File: src/rtl/settings_bus_arbiter.sv
// Two-port arbiter in front of the single settings-memory port: one access in
// flight, round-robin or fixed priority, read data returned after READ_LATENCY.
module settings_bus_arbiter #(
  parameter int ADDR_WIDTH    = 5,
  parameter int DATA_WIDTH    = 16,
  parameter int READ_LATENCY  = 1,
  parameter int PRIORITY_MODE = 0
) (
  input  logic                  clk,
  input  logic                  rst,
  input  logic                  req0,
  input  logic                  wen0,
  input  logic [ADDR_WIDTH-1:0] addr0,
  input  logic [DATA_WIDTH-1:0] wdata0,
  output logic                  ack0,
  output logic [DATA_WIDTH-1:0] rdata0,
  input  logic                  req1,
  input  logic                  wen1,
  input  logic [ADDR_WIDTH-1:0] addr1,
  input  logic [DATA_WIDTH-1:0] wdata1,
  output logic                  ack1,
  output logic [DATA_WIDTH-1:0] rdata1,
  output logic                  mem_wen,
  output logic [ADDR_WIDTH-1:0] mem_addr,
  output logic [DATA_WIDTH-1:0] mem_wdata,
  input  logic [DATA_WIDTH-1:0] mem_rdata,
  output logic                  busy,
  output logic                  grant_id,
  output logic [7:0]            conflict_cnt
);

  typedef enum logic [1:0] {IDLE, ISSUE, WAIT, ACK} state_t;

  localparam logic [2:0] RD_LAT = 3'(READ_LATENCY);

  function automatic logic [7:0] sat_inc8(input logic [7:0] v);
    return (v == 8'hFF) ? v : v + 8'd1;
  endfunction

  state_t                state_q, state_d;
  logic                  busy_q, busy_d;
  logic                  grant_q, grant_d;
  logic                  last_grant_q, last_grant_d;
  logic                  wen_lat_q, wen_lat_d;
  logic                  mem_wen_q, mem_wen_d;
  logic [ADDR_WIDTH-1:0] mem_addr_q, mem_addr_d;
  logic [DATA_WIDTH-1:0] mem_wdata_q, mem_wdata_d;
  logic [2:0]            cnt_q, cnt_d;
  logic                  ack0_q, ack0_d, ack1_q, ack1_d;
  logic [DATA_WIDTH-1:0] rdata0_q, rdata0_d, rdata1_q, rdata1_d;
  logic [7:0]            conflict_q, conflict_d;
  logic                  win;

  always_comb begin
    state_d      = state_q;
    busy_d       = busy_q;
    grant_d      = grant_q;
    last_grant_d = last_grant_q;
    wen_lat_d    = wen_lat_q;
    mem_wen_d    = 1'b0;
    mem_addr_d   = mem_addr_q;
    mem_wdata_d  = mem_wdata_q;
    cnt_d        = cnt_q;
    ack0_d       = 1'b0;
    ack1_d       = 1'b0;
    rdata0_d     = rdata0_q;
    rdata1_d     = rdata1_q;
    conflict_d   = conflict_q;
    // A lone requester wins outright; a tie goes by mode.
    if (req0 && req1) win = (PRIORITY_MODE == 1) ? 1'b0 : ~last_grant_q;
    else              win = req1;

    case (state_q)
      IDLE: begin
        if (req0 && req1) conflict_d = sat_inc8(conflict_q);
        if (req0 || req1) begin
          grant_d      = win;
          last_grant_d = win;
          busy_d       = 1'b1;
          mem_addr_d   = win ? addr1  : addr0;
          mem_wdata_d  = win ? wdata1 : wdata0;
          wen_lat_d    = win ? wen1   : wen0;
          mem_wen_d    = win ? wen1   : wen0;
          state_d      = ISSUE;
        end
      end
      ISSUE: begin
        if (wen_lat_q) begin
          ack0_d  = ~grant_q;
          ack1_d  = grant_q;
          state_d = ACK;
        end else begin
          cnt_d   = RD_LAT;
          state_d = WAIT;
        end
      end
      WAIT: begin
        cnt_d = cnt_q - 3'd1;
        // Last wait cycle: memory output now reflects the held address.
        if (cnt_q == 3'd1) begin
          if (grant_q) rdata1_d = mem_rdata;
          else         rdata0_d = mem_rdata;
          ack0_d  = ~grant_q;
          ack1_d  = grant_q;
          state_d = ACK;
        end
      end
      ACK: begin
        busy_d  = 1'b0;
        state_d = IDLE;
      end
      default: state_d = IDLE;
    endcase
  end

  always_ff @(posedge clk) begin
    if (rst) begin
      state_q      <= IDLE;
      busy_q       <= 1'b0;
      grant_q      <= 1'b0;
      last_grant_q <= 1'b1;
      wen_lat_q    <= 1'b0;
      mem_wen_q    <= 1'b0;
      mem_addr_q   <= '0;
      mem_wdata_q  <= '0;
      cnt_q        <= 3'd0;
      ack0_q       <= 1'b0;
      ack1_q       <= 1'b0;
      rdata0_q     <= '0;
      rdata1_q     <= '0;
      conflict_q   <= 8'd0;
    end else begin
      state_q      <= state_d;
      busy_q       <= busy_d;
      grant_q      <= grant_d;
      last_grant_q <= last_grant_d;
      wen_lat_q    <= wen_lat_d;
      mem_wen_q    <= mem_wen_d;
      mem_addr_q   <= mem_addr_d;
      mem_wdata_q  <= mem_wdata_d;
      cnt_q        <= cnt_d;
      ack0_q       <= ack0_d;
      ack1_q       <= ack1_d;
      rdata0_q     <= rdata0_d;
      rdata1_q     <= rdata1_d;
      conflict_q   <= conflict_d;
    end
  end

  assign ack0         = ack0_q;
  assign ack1         = ack1_q;
  assign rdata0       = rdata0_q;
  assign rdata1       = rdata1_q;
  assign mem_wen      = mem_wen_q;
  assign mem_addr     = mem_addr_q;
  assign mem_wdata    = mem_wdata_q;
  assign busy         = busy_q;
  assign grant_id     = grant_q;
  assign conflict_cnt = conflict_q;

endmodule
File: config.mk
export PLATFORM = sky130hd
export DESIGN_NAME = settings_bus_arbiter
export DESIGN_NICKNAME = d
export VERILOG_FILES = /design/src/rtl/settings_bus_arbiter.sv
export SDC_FILE = /design/constraint.sdc
export NUM_CORES = 1
export LEC_CHECK = 0
export CAP_MARGIN = 20
export CORE_ASPECT_RATIO = 1.2
export CORE_MARGIN = 1.5
export CORE_UTILIZATION = 62
export CTS_CLUSTER_DIAMETER = 60
export DETAILED_ROUTE_END_ITERATION = 12
export DONT_BUFFER_PORTS = 1
export GPL_TIMING_DRIVEN = 0
export HOLD_SLACK_MARGIN = 0.03
export PLACE_DENSITY = 0.83
export SLEW_MARGIN = 40
export SYNTH_ARGS = -nofsm -noshare
export SYNTH_HDL_FRONTEND = slang
export SYNTH_SLANG_ARGS = --single-unit
File: constraint.sdc
create_clock -name clk -period 1.8 [get_ports clk]
set_input_delay 0.36 -clock clk [delete_from_list [all_inputs] [get_ports clk]]
set_output_delay 0.36 -clock clk [all_outputs]
set_load 0.02 [all_outputs]
## Word level (Yosys, flattened, before mapping)

Index checks and enable logic that the tools add are counted.

- Output and inout bits: 66
- Bits in registers: 73

- Muxes and demuxes: 18
- $add $sub $neg: 2
- Reduce and logical (&&, ||, !) cells: 13
- Equality and inequality tests: 8
- Bitwise logic cells: 5

Operators with widths:

| kind | count |
|---|---|
| $mux 16 | 1 |
| $reduce_and 3->1 | 3 |
| $add 8x1->8 const B | 1 |
| $eq 8x8->1 const B | 1 |
| $mux 1 | 8 |
| $pmux 2 s4 | 1 |
| $reduce_and 2->1 | 4 |
| $ne 2x2->1 const B | 3 |
| $pmux 1 s2 | 3 |
| $pmux 3 s2 | 1 |
| $mux 5 | 1 |
| $not 1->1 | 5 |
| $eq 2x2->1 const B | 2 |
| $mux 2 | 2 |
| $reduce_bool 2->1 | 2 |
| $eq 3x1->1 const B | 1 |
| $mux 3 | 1 |
| $reduce_or 3->1 | 1 |
| $sub 3x1->3 const B | 1 |
| $eq 2x1->1 const B | 1 |
| $logic_not 2->1 | 1 |
| $logic_and 1x1->1 | 1 |
| $logic_or 1x1->1 | 1 |

## Logic depth before layout (Yosys ltp)

Gate-level depths: netlist of the first run.

- Word-level depth: 3
- Mapped depth: 8
- Depth with buffers taken out: 6

## Worst setup path after synthesis of the first run

Ideal clock, no wire load.

- Kind: register to register
- Start point: register state_q[0]
- End point: register rdata1_q[10] (netlist: rdata1[10])
- Period minus slack after synthesis: 1,593 ps
- Slack: 207 ps
- Arrival time: 1,453 ps
- Cell stages (with the launch flop): 9
- Required time: 1,659 ps
- Cell sequence: dfxtp_1 inv_1 ha_1 nand3b_4 or2_1 buf_6 buf_12 nand2_2 a21oi_2

- Cells in the longest elaborated chain, start to end: 2

RTL lines:

| what | RTL line | source |
|---|---|---|
| from (decl) | 40 | `state_t state_q, state_d;` |
| from (signal assigned) | 133 | `state_q <= state_d;` |
| $eq 2x2->1 | 73 | `case (state_q)` |
| $reduce_and 3->1 (no line) | -- |  |
| to (signal assigned) | 145 | `rdata1_q <= rdata1_d;` |
| to (decl) | 50 | `logic [DATA_WIDTH-1:0] rdata0_q, rdata0_d, rdata1_q, rdata1_d;` |

No other way between the ends.
A chain may end at the register's enable or synchronous reset.

## Worst setup path in the final report of the first run

- Start point: register state_q[0]
- End point: register rdata1_q[11] (netlist: rdata1[11])

The elaborated chain is that of the path after synthesis.

==> impl_metrics.toml, run 1 <==
[synthesis]
synth_area_leaders = "dfxtp_1, mux2i_1, a211oi_2"
syn_area_per_cell_um2 = 9.53
ys_seq_area_share_pct = 44.7
synthDistinctLibCells = 47
synth-edff-count = 0
synth_nets = 415
synth_top_area_share_pct = 44.7
synth_flop_cell = "dfxtp_1"
netlist_area_um2 = 3270
ys_warn_count = 0
ys_seq_elements = 73
synth_top_cell_by_area = "dfxtp_1"
async_flop_share_pct = 0
synthCells = 343

[critical_path]
startpoint_type = "flip-flop"
max_stage_delay_ns = 0.34
crit_slowest_cell = "dfxtp_1"
critPathMaxFanout = 10
crit_arrival_ns = 1.91
crit_required_ns = 2.00
critPathCaptureType = "flip-flop"
crit_chain = "inv_1 > ha_2 > nand3b_4 > or2_1 > buf_6 > buf_12 > nand2_2 > a21oi_2"
critPathKind = "flip-flop to flip-flop"

[timing]
setup_viol_count_final = 0
max_slew_margin_pct = 55.8
holdWs_ns = 0.139
max_freq_ghz = 0.585
rsz0062_at_grt = "yes"
hold_viol_final = 0
maxSlewViolCount = 0
worstMarginPinSlew_ns = 0.663
fin_crit_ns = 1.71
fin_skew_ns = 0.00897
final.period_utilization_pct = 95.0

[route]
drtIter0Drc = 148
wl_met2_um = 3550
wl_met3_um = 515
dr.pass1.iters = 4
via_per_inst = 5.86
totalWireLength_um = 7000
top_layer = "met4"
drc = 0
drt.antenna.violating_nets = 0
m1WireLength_um = 2760
wire_per_inst_um = 16.8
vias = 2450

[floorplan]
chipHeight_um = 82.5
die_area_um2 = 5720
coreArea_um2 = 5010
placementRows = 28
io_pins = 130
start_util_pct = 65.3
die_width_um = 69.3

[power_and_ir_drop]
ir_worst_vdd_mv = 0.689
p_clk_share_pct = 28.9
p_sw_share_pct = 35.4
power_frac_comb_pct = 26.2
p_int_mw = 3.43
seqPwrFrac_pct = 44.9
power_density_nw_per_um2 = 1480
switchingPower_mw = 1.88
power.leakage_nw = 1.33

[global_routing]
grt_pass1_vias = 2361
grt_first_pass_wirelength_um = 11000
grt.overflow.total = 0
grt_usage_pct = 24.5
antenna_found_initial = 0
grt_max_degree = 13

[clocking]
numClockSinks = 73
clkSlewWorstSetupHoldPaths_ns = 0.08
cts_root_buffer = "clkbuf_8"
cts_made_buffers = 9
clock_path_buffers = 2
hold_buffers = 0
cts_max_level = 3
cts_resized = 0
cts_tree = "built"
post-cts-setup-buffers = 0
insertion_delay_ns = 0.35

[placed_design]
placed_area_um2 = 3340
hpwl_um = 5000
port_buffers = 0
gp_congestion = 0.821

[cells_and_area]
area.sequential_um2 = 1460
syn_to_final_growth_pct = 9.84
antenna_cells = 0
layout.nets = 426
finalInstanceArea_um2 = 3590
final_cell_mix = "dfxtp_1, nand2_1, nor2_1"
fillers = 399
layout_commonest_cell = "dfxtp_1"
drive_above_1_share_pct = 23.2
multi_input_area_um2 = 1620

[hold_path]
hold_class = "input pin to flip-flop"

[outcome]
status = "completed"

[run]
cap_violations = 0
## stage by stage
stage	utilization [%]	setup slack, ns	instances	TNS [ns]	power, mW
2_1_floorplan	-	0.207	343	0	3.50
3_3_place_gp	66.8	0.0832	403	0	3.72
3_5_place_dp	66.8	0.0418	403	0	3.78
4_1_cts	71.6	0.0169	418	0	5.33
5_1_grt	71.7	-0.00830	418	-0.0114	5.60
6_report	71.7	0.0896	418	0	5.31
## worst max-delay path: cells and delay by family (launching register included)
kind	cells	cell delay (ns)
flip-flops	1	0.34
adder cells (fa/ha/maj)	1	0.29
AND/OR/NAND/NOR	3	0.46
AO/OA/AOI/OAI	1	0.05
buffers and inverters	3	0.42
## path summary, 6_finish.rpt
path / from / end / slack [ns] / cells past startpoint
max: state_q[0] / rdata1[11] / 0.09 / 8
min: mem_rdata[4] / rdata1[4] / 0.14 / 2
max reg2reg: state_q[0] / rdata1[11] / 0.09 / 8
min reg2reg: cnt_q[1] / cnt_q[1] / 0.47 / 2
## sequential cells by signal, indices dropped and copies added (netlist names)
signal,cells
wen_lat_q,1
grant_id,1
mem_wen,1
ack0,1
mem_wdata,16
state_q,2
mem_addr,5
cnt_q,3
rdata0,16
rdata1,16
busy,1
last_grant_q,1
conflict_cnt,8
ack1,1
## cell families after synthesis
family	synth area share, %
DFF	44.7
muxes	7.35
AOI/OAI and AO/OA	18.9
and+or+nand+nor	18.6
adders and majority gates	3.06
buffers and inverters	5.78
xor gates and xnor gates	1.61
## metal layers
metal	vias up	GRT usage (%)
met5	-	0
met3	20	8.13
li1	1195	-
met2	98	41.3
met4	0	13.3
met1	1137	27.8
## Yosys cell counts, types with 2 or more instances
library cell and number:
dfxtp_1 73, nand2_1 58, nor2_1 34, a21oi_1 27, mux2i_1 24, a211oi_2 19, a21oi_2 10, nand2_2 10
buf_2 9, ha_1 8, inv_1 7, clkbuf_1 5, o21ai_0 5, xor2_1 5, a211oi_1 3, and3_1 3
buf_12 3, o211ai_1 3, and4_1 2, buf_6 2, nand2b_1 2, nand3b_1 2, nand4_1 2, nor2_4 2
nor2b_1 2, or2_2 2
## area by class of cell
class                   count  share of cell area [%]
clock inverters             5                    2.89
clock buffers              10                    3.83
inverters                   7                   0.732
well taps                  60                    2.09
flip-flops and latches     73                    40.7
plain buffers              22                    4.53
multi-input cells         241                    45.2
## power groups by stage
| stage | clock (mW) | sequential (mW) | combinational, mW |
|---|---|---|---|
| 2_1_floorplan | 0 | 2.35 | 1.15 |
| 3_3_place_gp | 0 | 2.41 | 1.31 |
| 3_5_place_dp | 0 | 2.42 | 1.36 |
| 4_1_cts | 1.56 | 2.39 | 1.38 |
| 5_1_grt | 1.62 | 2.42 | 1.56 |
| 6_report | 1.53 | 2.39 | 1.39 |
No activity file was read; power rests on OpenSTA's default activity.
==> run 2: changes to the inputs <==
- PLACE_DENSITY: 0.83 -> 0.78
==> run 2 against run 1 <==
Via count fell by 1.4%. Register-to-register slack improved by 0.04 ns. First-iteration DRC count is 36% lower.
==> impl_metrics.toml, run 2 (same netlist as run 1, synthesis figures left out) <==
[global_routing]
grt_pass1_vias = 2282
grt.overflow.total = 0
grt_usage_pct = 24.1
antenna_found_initial = 0
grt_first_pass_wirelength_um = 10800
grt_max_degree = 13

[route]
drtIter0Drc = 95
drc = 0
vias = 2415
via_per_inst = 5.76
drt.antenna.violating_nets = 0
wire_per_inst_um = 16.3
dr.pass1.iters = 4
totalWireLength_um = 6820

[power_and_ir_drop]
ir_worst_vdd_mv = 0.950
power_density_nw_per_um2 = 1490
power.leakage_nw = 1.33
power.total_mw = 5.39

[clocking]
cts_max_level = 3
post-cts-setup-buffers = 0
hold_buffers = 0
cts_resized = 0
clkSlewWorstSetupHoldPaths_ns = 0.08
insertion_delay_ns = 0.34
cts_tree = "built"
cts_made_buffers = 9
clock_path_buffers = 2
cts_root_buffer = "clkbuf_8"
numClockSinks = 73

[timing]
fin_crit_ns = 1.67
max_freq_ghz = 0.598
maxSlewViolCount = 0
tns_ns = 0
hold_viol_final = 0
fin_skew_ns = 0.00880
setup_viol_count_final = 0
holdWs_ns = 0.150
max_slew_margin_pct = 55.5
setup_slack_ns = 0.129
worstMarginPinSlew_ns = 0.668
final.period_utilization_pct = 92.9
rsz0062_at_grt = "no"

[critical_path]
rr_startpoint = "state_q[0]"
crit_chain = "inv_1 > ha_2 > nand3b_4 > or2_1 > buf_6 > buf_12 > nand2_2 > a21oi_2"
crit_slowest_cell = "dfxtp_1"
max_stage_delay_ns = 0.34
endpoint = "rdata1[6]"
r2r-end = "rdata1[6]"
worst-path-buf-inv = 3
cp.depth = 8
r2r_setup_slack_ns = 0.13
critPathCaptureType = "flip-flop"
critPathMaxFanout = 10
reg2reg_depth = 8
startpoint_type = "flip-flop"
critPathKind = "flip-flop to flip-flop"
crit_arrival_ns = 1.88
crit_start = "state_q[0]"
critPathTopFamily = "simple AND/OR/NAND/NOR gates"
crit_required_ns = 2.00

[floorplan]
start_util_pct = 65.3
coreArea_um2 = 5010
chipHeight_um = 82.5
io_pins = 130
die_area_um2 = 5720
die_width_um = 69.3
placementRows = 28

[placed_design]
place_ws_ns = 0.0402
hpwl_um = 5010
port_buffers = 0
placed_area_um2 = 3340
gp_congestion = 0.819

[cells_and_area]
layout_commonest_cell = "dfxtp_1"
syn_to_final_growth_pct = 10.3
antenna_cells = 0
layout.nets = 426
drive_above_1_share_pct = 23.1
finalInstanceArea_um2 = 3610
final_cell_mix = "dfxtp_1, nand2_1, nor2_1"

[hold_path]
hold_class = "input pin to flip-flop"
worstHoldPathCells = 2

[run]
cap_violations = 0

[outcome]
status = "completed"
==> run 2: cell types whose count changed in the layout (fill, tap and decap cells not counted), sizes merged <==
cell / before / now
buf: 16 / 17
clkbuf: 16 / 15
bufinv: 3 / 4
==> run 2: power breakdown <==
| group | leakage [nW] | switching, mW | internal, mW |
|---|---|---|---|
| Combinational | 0.607 | 0.791 | 0.582 |
| Sequential | 0.596 | 0.484 | 1.90 |
| Clock | 0.130 | 0.580 | 1.06 |
==> run 2: how the worst min path moves through the flow <==
stage,startpoint,endpoint
2_1_floorplan,cnt_q[1],cnt_q[1]
3_3_place_gp,cnt_q[1],cnt_q[1]
3_5_place_dp,cnt_q[1],cnt_q[1]
4_1_cts,mem_rdata[1],rdata1[1]
5_1_grt,mem_rdata[5],rdata1[5]
6_report,mem_rdata[5],rdata1[5]
==> run 2: through the flow <==
| stage | instances | util, % |
|---|---|---|
| finish | 419 | 72.0 |
| global route | 419 | 72.0 |
| CTS | 419 | 71.9 |
| detailed placement | 403 | 66.8 |
| global placement | 403 | 66.8 |
| floorplan | 343 | - |
==> run 2: area by class of cell <==
class / count / area (um2)
Multi-Input combinational cell: 241 / 1620
Fill cell: 418 / 1400
Sequential cell: 73 / 1460
Inverter: 7 / 26.3
Clock inverter: 6 / 130
Tap cell: 60 / 75.1
Buffer: 22 / 163
Clock buffer: 10 / 128
==> run 2: per-layer routing <==
metal	routed length (um)	vias to the layer above	track usage (%)
li1	-	1193	-
met1	2720	1132	27.2
met2	3610	88	43.1
met3	459	2	7.77
met4	33	0	8.63
met5	0	-	0
